<file path="config.mk">
export PLATFORM = sky130hd
export DESIGN_NAME = apb_burst_scheduler
export DESIGN_NICKNAME = d
export VERILOG_FILES = /design/src/rtl/apb_burst_scheduler.sv
export SDC_FILE = /design/constraint.sdc
export NUM_CORES = 1
export LEC_CHECK = 0
export BUFFER_PORTS_ARGS = -buffer_cell sky130_fd_sc_hd__buf_2
export CORE_ASPECT_RATIO = 1.1
export CORE_UTILIZATION = 40
export DETAILED_ROUTE_END_ITERATION = 10
export GPL_ROUTABILITY_DRIVEN = 1
export SLEW_MARGIN = 20
export SYNTH_ARGS = -nofsm -noshare
export SYNTH_HDL_FRONTEND = slang
export SYNTH_SLANG_ARGS = --single-unit
</file>
<file path="constraint.sdc">
create_clock -name a_clk -period 2.1 [get_ports a_clk]
set_input_delay 0.105 -clock a_clk [delete_from_list [all_inputs] [get_ports a_clk]]
set_output_delay 0.105 -clock a_clk [all_outputs]
set_load 0.02 [all_outputs]
</file>
<file path="src/rtl/apb_burst_scheduler.sv">
// Burst-level APB port scheduler: weighted round-robin between the head write
// and head read bursts, holding the grant for one whole AXI burst.
module apb_burst_scheduler #(
  parameter int unsigned WR_WEIGHT = 1
) (
  input  logic       a_clk,
  input  logic       a_resetn,
  input  logic       wr_req,
  input  logic       rd_req,
  input  logic [3:0] wr_len,
  input  logic [3:0] rd_len,
  input  logic       beat_done,
  input  logic       abort,
  output logic       gnt_wr,
  output logic       gnt_rd,
  output logic [3:0] beat_cnt,
  output logic       last_beat,
  output logic       burst_done,
  output logic       proto_err
);

  localparam int unsigned LEN_W = 4;
  localparam logic [LEN_W-1:0] WEIGHT = LEN_W'(WR_WEIGHT);

  typedef enum logic [1:0] {IDLE, WR, RD} state_t;

  state_t           state;
  logic [LEN_W-1:0] len_q;
  logic [LEN_W-1:0] wr_streak;
  logic             last_gnt_wr;
  logic             granted;
  logic             pick_wr;

  assign granted    = (state != IDLE);
  assign gnt_wr     = (state == WR);
  assign gnt_rd     = (state == RD);
  assign last_beat  = granted & (beat_cnt == len_q);
  assign burst_done = granted & ((beat_done & last_beat) | abort);

  // Write wins when uncontended, right after a read, or while its streak is below weight.
  assign pick_wr = wr_req & (~rd_req | ~last_gnt_wr | (wr_streak < WEIGHT));

  always_ff @(posedge a_clk or negedge a_resetn) begin
    if (!a_resetn) begin
      state       <= IDLE;
      len_q       <= '0;
      beat_cnt    <= '0;
      wr_streak   <= '0;
      last_gnt_wr <= 1'b0;
      proto_err   <= 1'b0;
    end else begin
      case (state)
        IDLE: begin
          if (beat_done) proto_err <= 1'b1;
          if (pick_wr) begin
            state       <= WR;
            len_q       <= wr_len;
            beat_cnt    <= '0;
            last_gnt_wr <= 1'b1;
            if (!rd_req)                wr_streak <= '0;
            else if (wr_streak < WEIGHT) wr_streak <= wr_streak + LEN_W'(1);
          end else if (rd_req) begin
            state       <= RD;
            len_q       <= rd_len;
            beat_cnt    <= '0;
            last_gnt_wr <= 1'b0;
            wr_streak   <= '0;
          end
        end
        WR, RD: begin
          // Completion (last beat or abort) leaves beat_cnt frozen; it never wraps.
          if (burst_done)     state    <= IDLE;
          else if (beat_done) beat_cnt <= beat_cnt + LEN_W'(1);
        end
        default: state <= IDLE;
      endcase
    end
  end

endmodule

</file>
Word level (Yosys, flattened, before mapping)
Index checks and enable logic that the tools add are counted.

Register bits: 16. Latch bits: 0. Bits in writable memories: 0. Bits in read-only memories: 0. Input port bits: 14. Output and inout bits: 9. Word-level logic and storage cells: 52. Memories: 0.

Add/subtract/negate cells: 2. $mul: 0. Div/mod/pow operators: 0. $lt $le $gt $ge: 1. Eq/ne operators: 8. Shift operators: 0. Mux-type cells: 16. Bitwise operators: 9. Reduce and logical (&&, ||, !) cells: 10.

Operator list (number): 2-to-1 mux 4 bit (9); adder 4 x 1 -> 4 bit, second input constant (2); one-hot mux 4 bit (2 select lines) (1); 2-to-1 mux 2 bit (3); inequality test 2 bit, second input constant (3); AND reduction 2 bit (3); nonzero test 2 bit (3); bitwise AND 1 bit (4); == test 4 bit (1); less-than comparator 4 x 1 -> 1 bit, second input constant (1); one-hot mux 2 bit (2 select lines) (1); AND reduction 4 bit (1); inequality test 3 x 2 -> 1 bit, second input constant (1); inequality test 3 bit, second input constant (1); OR 1 bit (3); AND reduction 3 bit (1); == test 2 x 1 -> 1 bit, second input constant (1); == test 2 bit, second input constant (1); logical NOT 2 bit (1); 2-to-1 mux 1 bit (2); inverter 1 bit (2); OR reduction 2 bit (1).

Logic depth before layout (Yosys ltp)
Gate-level depths: netlist of the first run.

Depth in word-level cells: 7. Mapped depth: 7. Depth with buffers taken out: 6.

Worst setup path after synthesis of the first run
OpenSTA, ideal clock, no wires.

Path type: reg2reg. Start point: register state[1]. End point: register beat_cnt[0]. Setup time: 125 ps. Arrival time: 1727 ps. Data required time: 1975 ps. Slack: 248 ps. Stages on the path, launching flop included: 7. Path buffers: 0. Period minus slack after synthesis: 1852 ps. Path through: dfrtp_1 > inv_1 > ha_1 > inv_1 > o32ai_2 > o21a_1 > mux2_2.

Cells in the longest elaborated chain, start to end: 7. Elaborated cells between the ends (all ways): 15. Those cells by class: eq/ne (5); mux (1); bitwise (4); reduce/logical (5).

RTL lines: start, declared (line 27) `state_t state;`; start signal, assigned (line 45) `state <= IDLE;`; start signal, assigned (line 56) `state <= WR;`; start signal, assigned (line 63) `state <= RD;`; nonzero test 2 bit (line 34) `assign granted = (state != IDLE);`; bitwise AND 1 bit (line 37) `assign last_beat = granted & (beat_cnt == len_q);`; bitwise AND 1 bit (line 38) `assign burst_done = granted & ((beat_done & last_beat) | abort);`; OR 1 bit (line 38); bitwise AND 1 bit (line 38); inequality test 2 bit (no line); AND reduction 4 bit (no line); end signal, assigned (line 73) `else if (beat_done) beat_cnt <= beat_cnt + LEN_W'(1);`; end, declared (line 16) `output logic [3:0] beat_cnt,`.

Parallel ways exist; a longest one is shown, timed or not. A chain may end at the register's enable or synchronous reset.

Worst setup path in the final report of the first run
Ends and elaborated chain as after synthesis.

==> out/results.txt, run 1 <==
Placer Congestion - 0.8556
Crit. End Element - register
Reg clk slew, reported paths - 0.09 ns
Wirelength per Cell - 12.02 µm
via/cell ratio - 5.158
# fillers - 218
Area Overhead vs Synth - 20.95%
synth top area cells - dfrtp_1 42%, ha_1 8.0%, mux2i_1 5.3%
slowest stage delay, CP - 0.40 ns
Hold Path End - proto_err$_DFFE_PN0P_
Total GRT Usage - 16.22%
crit path kind - reg -> reg
CP startpoint kind - register
share of the yosys chip area belonging to registers - 42.44%
Slew HR - 76.03%
# setup viols final - 0
CTS Root Cell - clkbuf_4
Slew @ Worst Pin - 0.3596 ns
status - completed
CTS H-tree depth - 1
DR pass1 iterations - 4
most frequent CP cell - inv_1
FF/Latch Area - 400.4 µm²
Mapped Area - 943.4 µm²
number of remaining DRC errors - 0
#FFs+latches synth - 16
first-pass GRT wire length - 3111 µm
RSZ-0062 raised after global routing - false
vias in the first global route - 722
DP HPWL - 1466 µm
minimum clock period after layout - 1.972 ns
initial antenna violation count - 0
Reg-to-Reg End - beat_cnt[0]$_DFFE_PN0P_
Hold Fails Final Rpt - 0
worst r2r src - state[1]$_DFFE_PN0P_
Congestion Overflow GR - 0
Gate Count Post-Synth - 94
leakage power figure - 0.5422 nW
Clock Latency Late Sink - 0.28 ns
worst path cell trace - inv_1 -> ha_1 -> inv_1 -> o32ai_2 -> o21a_1 -> mux2_2
layout net count - 144
VDD IR-drop max - 0.0005465 V
R2R depth - 6
Setup TNS - 0 ns
clock sinks - 16
Hold/Removal Path Class - in -> reg
die width - 48.31 µm
Initial Util - 42.31%
r2r setup slk - 0.13 ns
post-CTS sizing - 0
critical path buffer and inverter count - 2
PwrDens - 1299 mW/mm²
maximum clock rate - 0.5070 GHz
hold path cells - 2
Die Y-Extent - 52.94 µm
CTS Buffer Depth - 2
Hold Path Origin - beat_done
via count - 784
CTS Buf Count - 3
syn_nets - 114
maximum number of pins on one net before global-route repair - 17
share of post-route cells with drive strength above 1 - 29.51%
CP delay by family, top - compound AO/OA/AOI/OAI gates
crit path DAT - 2.14 ns
Cell Rows - 18
worst path required time - 2.27 ns
distinct cell type count after synthesis - 29
PortBufs - 22
final hold slack - 0.08420 ns
CTS tree - yes
multi-input combinational cell area - 496.7 µm²
fin crit share - 93.92%
core area - 0.002230 mm²
Initial DRC Count - 10
Slowest cell on crit path - dfrtp_1
Ant. Diodes - 0
I/O pins - 23
Antenna Nets Post-Route - 0
Syn. warnings - 0
Max Cap Violations - 0
Mapped Avg Cell Area - 10.04 µm²
post-synth top area cell - dfrtp_1
area share of the largest cell type after synthesis - 42.44%
die footprint - 0.002557 mm²
Final Skew - 0.003274 ns
CP max FO - 6
Slew Viols, Final - 0
Routed WL - 1827 µm
==> synthesized netlist by cell type <==
library cell,instances
a21oi_2,1
or3b_4,1
nor2_1,7
nor3_1,1
buf_2,1
a31oi_4,1
inv_1,11
o31ai_1,1
ha_1,6
o221ai_1,1
o32ai_2,1
or4_1,1
mux2i_1,5
a21o_1,1
o21ai_2,2
nand4_1,3
xnor2_1,5
o21ai_1,3
dfrtp_1,16
mux2_2,1
o31ai_2,1
o211ai_1,5
o21a_1,2
nor2b_1,2
nand3_1,2
nand2b_1,1
or3_1,1
nand2_1,8
a21oi_1,3
==> cells in the final DEF, fill, tap and decap left out, drive strengths merged, types with 3 or more instances in the layout <==
cell	instances
o211ai	5
inv	11
ha	6
clkbuf	3
dfrtp	16
a21oi	4
xnor2	5
nor2	7
nand2	8
mux2i	5
buf	25
nand4	3
o21ai	5
==> cells by family (layout without fill, tap and decap cells) <==
logic type	after synthesis	count (layout)	share of synthesized area, %
simple gates	27	27	14.19
compound gates	22	22	19.36
flops	16	16	42.44
buf+inv	12	40	4.907
fa+ha+maj	6	6	7.957
mux	6	6	6.499
xor+xnor	5	5	4.642
==> flip-flops by register name (all words and copies together), names as in the netlist <==
register / flops
last_gnt_wr: 1
state: 2
proto_err: 1
beat_cnt: 4
wr_streak: 4
len_q: 4
==> worst reg2reg max path, cell delays in order (launching register included) <==
cell	delay (ns)
dfrtp_1	0.40
inv_1	0.08
ha_1	0.37
inv_1	0.14
o32ai_2	0.35
o21a_1	0.19
mux2_2	0.33
==> routing by layer <==
| layer | up-vias | share of wire, % | GRT usage (%) |
|---|---|---|---|
| met5 | - | 0 | 0 |
| met4 | 0 | 0.77 | 9.314 |
| met3 | 2 | 4.5 | 2.011 |
| met2 | 27 | 51 | 28.40 |
| met1 | 365 | 43 | 19.57 |
| li1 | 390 | - | - |
==> area by class of cell <==
type | count | area share (%)
Timing Repair Buffer | 26 | 12.50
Sequential cell | 16 | 35.09
Multi-Input combinational cell | 66 | 43.53
Tap cell | 30 | 3.289
Clock buffer | 3 | 1.974
Inverter | 11 | 3.618
==> power by group <==
part | leakage, nW | internal, mW | switching [mW] | total, mW
sequential | 0.204 | 0.414 | 0.0988 | 0.512
combinational | 0.325 | 0.346 | 0.469 | 0.815
clock | 0.0138 | 0.0664 | 0.0887 | 0.155
==> worst max-delay path by stage <==
| stage | start | to | slack, ns | cells after the start |
|---|---|---|---|---|
| floorplan | state[1]$_DFFE_PN0P_ | beat_cnt[0]$_DFFE_PN0P_ | 0.25 | 6 |
| global placement | state[1]$_DFFE_PN0P_ | beat_cnt[0]$_DFFE_PN0P_ | 0.22 | 6 |
| detailed placement | state[1]$_DFFE_PN0P_ | beat_cnt[0]$_DFFE_PN0P_ | 0.16 | 6 |
| CTS | state[1]$_DFFE_PN0P_ | beat_cnt[0]$_DFFE_PN0P_ | 0.15 | 6 |
| global route | state[0]$_DFFE_PN0P_ | beat_cnt[0]$_DFFE_PN0P_ | 0.04 | 6 |
| finish | state[1]$_DFFE_PN0P_ | beat_cnt[0]$_DFFE_PN0P_ | 0.13 | 6 |
==> stage by stage <==
stage	util [%]	cell area (µm²)	power [mW]	std cells	setup slack, ns
after floorplan	-	943.4	1.110	94	0.2480
after global placement	49.72	1109	1.326	148	0.2239
after detailed placement	49.72	1109	1.335	148	0.1606
after CTS	51.18	1141	1.505	152	0.1456
after global routing	51.18	1141	1.618	152	0.04392
final	51.18	1141	1.482	152	0.1277
==> what timing repair did <==
| action | 4_1_cts | 5_1_grt |
|---|---|---|
| endpoints found under the hold margin | 16 | 0 |
| buffers inserted | 0 | 0 |
| hold buffers | 1 | 0 |
| setup endpoints to repair | 0 | 0 |
Note: power is estimated with default switching activity, not from simulation.
==> run 2, diff against run 1 <==
--- a/config.mk
+++ b/config.mk
@@ -5,11 +5,13 @@
 export SDC_FILE = /design/constraint.sdc
 export NUM_CORES = 1
 export LEC_CHECK = 0
+export ABC_CLOCK_PERIOD_IN_PS = 2100
 export BUFFER_PORTS_ARGS = -buffer_cell sky130_fd_sc_hd__buf_2
 export CORE_ASPECT_RATIO = 1.1
 export CORE_UTILIZATION = 40
 export DETAILED_ROUTE_END_ITERATION = 10
 export GPL_ROUTABILITY_DRIVEN = 1
+export RECOVER_POWER = 100
 export SLEW_MARGIN = 20
 export SYNTH_ARGS = -nofsm -noshare
 export SYNTH_HDL_FRONTEND = slang
==> out/results.txt, run 2 (synthesized netlist as in run 1, its figures left out) <==
Hold Fails Final Rpt - 0
most common library cell in the layout ignoring fill and taps - dfrtp_1
# fillers - 222
clock sinks - 16
CTS tree - yes
FF/Latch Area - 400.4 µm²
maximum clock rate - 0.5058 GHz
Routed WL - 1826 µm
initial antenna violation count - 0
layout net count - 144
share of post-route cells with drive strength above 1 - 20.49%
grt met1 use - 19.57%
worst path required time - 2.27 ns
VDD IR-drop max - 0.0005426 V
# setup viols final - 0
Slowest cell on crit path - dfrtp_1
R2R depth - 6
via count - 782
PortBufs - 22
CTS Root Cell - clkbuf_4
Area Overhead vs Synth - 19.10%
top flop regs - beat_cnt (4), len_q (4), wr_streak (4)
PwrDens - 1293 mW/mm²
die width - 48.31 µm
Crit. End Element - register
fin crit share - 94.15%
slowest stage delay, CP - 0.40 ns
Final Skew - 0.003226 ns
hold path cells - 2
Die Y-Extent - 52.94 µm
die footprint - 0.002557 mm²
Max Cap Violations - 0
commonest non-fill, non-tap cells in the layout - 16 x dfrtp_1, 12 x buf_2, 11 x inv_1
Antenna Nets Post-Route - 0
Setup TNS - 0 ns
Placer Congestion - 0.8556
Slew Viols, Final - 0
Setup Buffers After CTS - 0
worst path cell trace - inv_1 -> ha_1 -> inv_1 -> o32ai_2 -> o21a_1 -> mux2_2
Slew HR - 42.78%
I/O pins - 23
maximum number of pins on one net before global-route repair - 17
CP max FO - 6
met2 global-route usage - 28.40%
leakage power figure - 0.5114 nW
Post-Layout Inst Area - 0.001124 mm²
Clock Latency Late Sink - 0.28 ns
Hold/Removal Path Class - in -> reg
via/cell ratio - 5.145
CP startpoint kind - register
RSZ-0062 raised after global routing - false
Reg clk slew, reported paths - 0.09 ns
minimum clock period after layout - 1.977 ns
met3 Usage GRT - 2.011%
crit path DAT - 2.15 ns
number of remaining DRC errors - 0
CTS H-tree depth - 1
Core Util, Final - 50.39%
Initial DRC Count - 9
DR pass1 iterations - 4
status - completed
CTS Buf Count - 3
Cell Rows - 18
multi-input combinational cell area - 490.5 µm²
Congestion Overflow GR - 0
Ant. Diodes - 0
core area - 0.002230 mm²
Slew @ Worst Pin - 0.8583 ns
Total GRT Usage - 16.22%
GRT busiest layer - met2
most frequent CP cell - inv_1
CTS Buffer Depth - 2
vias in the first global route - 722
Wirelength per Cell - 12.01 µm
first-pass GRT wire length - 3111 µm
DP HPWL - 1466 µm
Initial Util - 42.31%
Area after DPL - 0.001109 mm²
crit path kind - reg -> reg
-- run 2: through the flow --
| stage | instances | power [mW] | worst slack, ns | hold WS (ns) |
|---|---|---|---|---|
| 6_report | 152 | 1.452 | 0.1229 | 0.08469 |
| 5_1_grt | 152 | 1.586 | 0.04393 | 0.08235 |
| 2_1_floorplan | 94 | 1.110 | 0.2480 | -0.1906 |
| 3_5_place_dp | 148 | 1.335 | 0.1606 | 0.04535 |
| 4_1_cts | 152 | 1.505 | 0.1456 | 0.07393 |
| 3_3_place_gp | 148 | 1.326 | 0.2239 | 0.04921 |
-- run 2: worst paths after layout --
path                                             from                       end  slack (ns)
worst max-delay path             state[1]$_DFFE_PN0P_   beat_cnt[0]$_DFFE_PN0P_        0.12
worst min-delay path                        beat_done     proto_err$_DFFE_PN0P_        0.08
worst max register to register   state[1]$_DFFE_PN0P_   beat_cnt[0]$_DFFE_PN0P_        0.12
worst min register to register  proto_err$_DFFE_PN0P_     proto_err$_DFFE_PN0P_        0.47
max in group asynchronous                    a_resetn  wr_streak[0]$_DFFE_PN0P_        1.13
min in group asynchronous                    a_resetn   beat_cnt[2]$_DFFE_PN0P_        0.44
-- run 2: cell type report --
| class | instances | share of cell area [%] |
|---|---|---|
| Clock buffer | 3 | 2.004 |
| Multi-Input combinational cell | 66 | 43.65 |
| Inverter | 11 | 3.675 |
| Sequential cell | 16 | 35.63 |
| Tap cell | 30 | 3.341 |
| Timing Repair Buffer | 26 | 11.69 |
-- run 2: routing by layer --
metal / vias up / wire length [µm]
li1: 389 / -
met1: 365 / 795
met2: 26 / 929
met3: 2 / 86
met4: 0 / 14
met5: - / 0
-- run 2: power by group --
part           switching, mW  total (mW)  internal (mW)
registers             0.0993       0.513          0.414
clock network         0.0883       0.155         0.0664
logic                  0.466       0.785          0.319
total                  0.654        1.45          0.799
-- run 2: critical path: cells and delay by family (launching register included) --
| family | cells | cell delay [ns] |
|---|---|---|
| AO/OA/AOI/OAI | 2 | 0.55 |
| flip-flops | 1 | 0.40 |
| adder cells (fa/ha/maj) | 1 | 0.37 |
| multiplexers | 1 | 0.33 |
| buffers and inverters | 2 | 0.22 |
-- run 2: repair_timing --
item	4_1_cts	5_1_grt
hold buffers	1	0
resized for setup	0	0
endpoints found under the hold margin	16	0
==> run 3, diff against run 2 <==
--- a/config.mk
+++ b/config.mk
@@ -5,6 +5,7 @@
 export SDC_FILE = /design/constraint.sdc
 export NUM_CORES = 1
 export LEC_CHECK = 0
+export ABC_AREA = 1
 export ABC_CLOCK_PERIOD_IN_PS = 2100
 export BUFFER_PORTS_ARGS = -buffer_cell sky130_fd_sc_hd__buf_2
 export CORE_ASPECT_RATIO = 1.1
==> out/results.txt, run 3 <==
status - completed
Syn. warnings - 0
Reg clk slew, reported paths - 0.10 ns
Hold Fails Final Rpt - 0
placed cell count - 174
Clock Latency Late Sink - 0.29 ns
Post-Synth Adder-Cell Area - 7.238%
Slew Viols, Final - 0
maximum clock rate - 0.5577 GHz
most common library cell in the layout ignoring fill and taps - nand2_1
worst r2r src - wr_streak[0]$_DFFE_PN0P_
share of the yosys chip area belonging to registers - 38.60%
Mapped Avg Cell Area - 8.502 µm²
CTS Root Cell - clkbuf_4
synth top area cells - dfrtp_1 39%, nand2_1 9.8%, ha_1 7.2%
Final Skew - 0.003740 ns
Antenna Nets Post-Route - 0
leading cell type by number of instances after synthesis - nand2_1
Die Y-Extent - 55.41 µm
Congestion Overflow GR - 0
EDFF count, synth - 0
number of remaining DRC errors - 0
Mapped Area - 0.001037 mm²
PwrDens - 1262 mW/mm²
Max Cap Violations - 0
Initial Util - 41.95%
initial antenna violation count - 0
maximum number of pins on one net before global-route repair - 17
minimum clock period after layout - 1.793 ns
pre-CTS WS - 0.5296 ns
Area Overhead vs Synth - 11.10%
Slew @ Worst Pin - 0.9021 ns
Compound-Gate Fraction of Synth Area - 14.48%
via/cell ratio - 4.698
Hold/Removal Path Class - in -> reg
final cell count without fillers - 179
worst path required time - 2.00 ns
top flop regs - beat_cnt (4), len_q (4), wr_streak (4)
crit path DAT - 1.69 ns
R2R depth - 11
#FFs+latches synth - 16
Cell Rows - 19
via count - 841
layout net count - 169
die footprint - 0.002801 mm²
first-pass GRT wire length - 3546 µm
CP max FO - 6
mux cell area share after synthesis - 0%
Routed WL - 1980 µm
PortBufs - 22
CP startpoint kind - register
syn_nets - 142
Core Util, Final - 46.61%
Setup Buffers After CTS - 0
FF/Latch Area - 400.4 µm²
main combinational cell family by area after synthesis - simple AND/OR/NAND/NOR gates
# hold bufs at CTS - 1
worst setup path startpoint - state[1]$_DFFE_PN0P_
CP endpoint - burst_done
RSZ-0062 raised after global routing - false
distinct cell type count after synthesis - 25
multi-input combinational cell area - 478.0 µm²
simple-gate area share of the yosys netlist - 27.38%
Gate Count Post-Synth - 122
post-CTS sizing - 0
Reg-to-Reg End - wr_streak[0]$_DFFE_PN0P_
CTS Buffer Depth - 2
Wirelength per Cell - 11.06 µm
CTS tree - yes
core area - 0.002472 mm²
DR pass1 iterations - 3
Slew HR - 39.86%
share of post-route cells with drive strength above 1 - 27.03%
die width - 50.55 µm
I/O pins - 23
synth cell count leaders - 27 x nand2_1, 16 x dfrtp_1, 15 x inv_1
DP HPWL - 1563 µm
fin crit share - 85.39%
vias in the first global route - 876
area share of the largest cell type after synthesis - 38.60%
Post-synth top flop - dfrtp_1
Ant. Diodes - 0
crit path kind - reg -> out
CTS H-tree depth - 1
commonest non-fill, non-tap cells in the layout - 31 x nand2_1, 16 x inv_1, 16 x dfrtp_1
Initial DRC Count - 2
Synth Area in XOR/XNOR - 2.533%
r2r setup slk - 0.35 ns
Async SR Flop Fraction - 100.0%
Placer Congestion - 0.7660
Total GRT Usage - 16.60%
post-synth top area cell - dfrtp_1
VDD IR-drop max - 0.0006203 V
clock sinks - 16
setup ws final - 0.3068 ns
Setup TNS - 0 ns
# setup viols final - 0
Crit. End Element - output pin
CTS Buf Count - 3
# fillers - 284
leakage power figure - 0.6107 nW
run 3: cell count changes in the layout (fill, tap and decap cells not counted), sizes merged, moves of 3 or more:
cell,change
a22oi,+3
o211ai,-4
nand2,+26
mux2i,-5
buf,-3
inv,+13
nand3,+5
xnor2,-3
run 3: stage by stage:
| step | hold slack, ns | instance area, µm² | power [mW] |
|---|---|---|---|
| 2_1_floorplan | -0.1906 | 1037 | 1.198 |
| 3_3_place_gp | 0.04368 | 1175 | 1.332 |
| 3_5_place_dp | 0.04538 | 1175 | 1.360 |
| 4_1_cts | 0.05847 | 1221 | 1.572 |
| 5_1_grt | 0.06298 | 1152 | 1.605 |
| 6_report | 0.06680 | 1152 | 1.454 |
run 3: critical path, stage by stage (launching register included):
cell and delay [ns]:
dfrtp_1 0.39, inv_1 0.08, ha_1 0.20, inv_2 0.11, nand2_1 0.06, nor2_1 0.12
nand4_1 0.09, nand2_1 0.07, nand2_1 0.07, inv_1 0.06, clkbuf_2 0.16
run 3: worst min path at each step:
stage / start / end / cells after the start
finish: wr_len[2] / len_q[2]$_DFFE_PN0P_ / 3
floorplan: a_resetn / beat_cnt[0]$_DFFE_PN0P_ / 0
detailed placement: a_resetn / beat_cnt[1]$_DFFE_PN0P_ / 1
global placement: a_resetn / beat_cnt[3]$_DFFE_PN0P_ / 1
CTS: wr_len[2] / len_q[2]$_DFFE_PN0P_ / 3
global route: wr_len[2] / len_q[2]$_DFFE_PN0P_ / 3
run 3: power breakdown:
group | switching [mW] | internal (mW)
Combinational | 0.502 | 0.264
Sequential | 0.0752 | 0.406
Clock | 0.101 | 0.106
run 3: layout make-up:
cell class / count / share of cell area [%]
Clock buffer: 4 / 3.149
Inverter: 24 / 7.818
Timing Repair Buffer: 23 / 9.446
Multi-Input combinational cell: 81 / 41.48
Sequential cell: 16 / 34.74
Tap cell: 31 / 3.366
run 3: cell families (layout without fill, tap and decap cells):
logic type / after synthesis / in the layout
flip-flops: 16 / 16
adder cells (fa/ha/maj): 6 / 6
XOR/XNOR: 3 / 3
buffers and inverters: 25 / 51
AO/OA/AOI/OAI: 18 / 18
AND/OR/NAND/NOR: 54 / 54
run 3: routing by layer:
metal | global-route usage, % | up-vias | part of all wire, %
met1 | 18.56 | 396 | 44
li1 | - | 430 | -
met4 | 7.143 | 0 | 0.96
met3 | 2.755 | 2 | 3.3
met5 | 0 | - | 0
met2 | 30.10 | 13 | 51
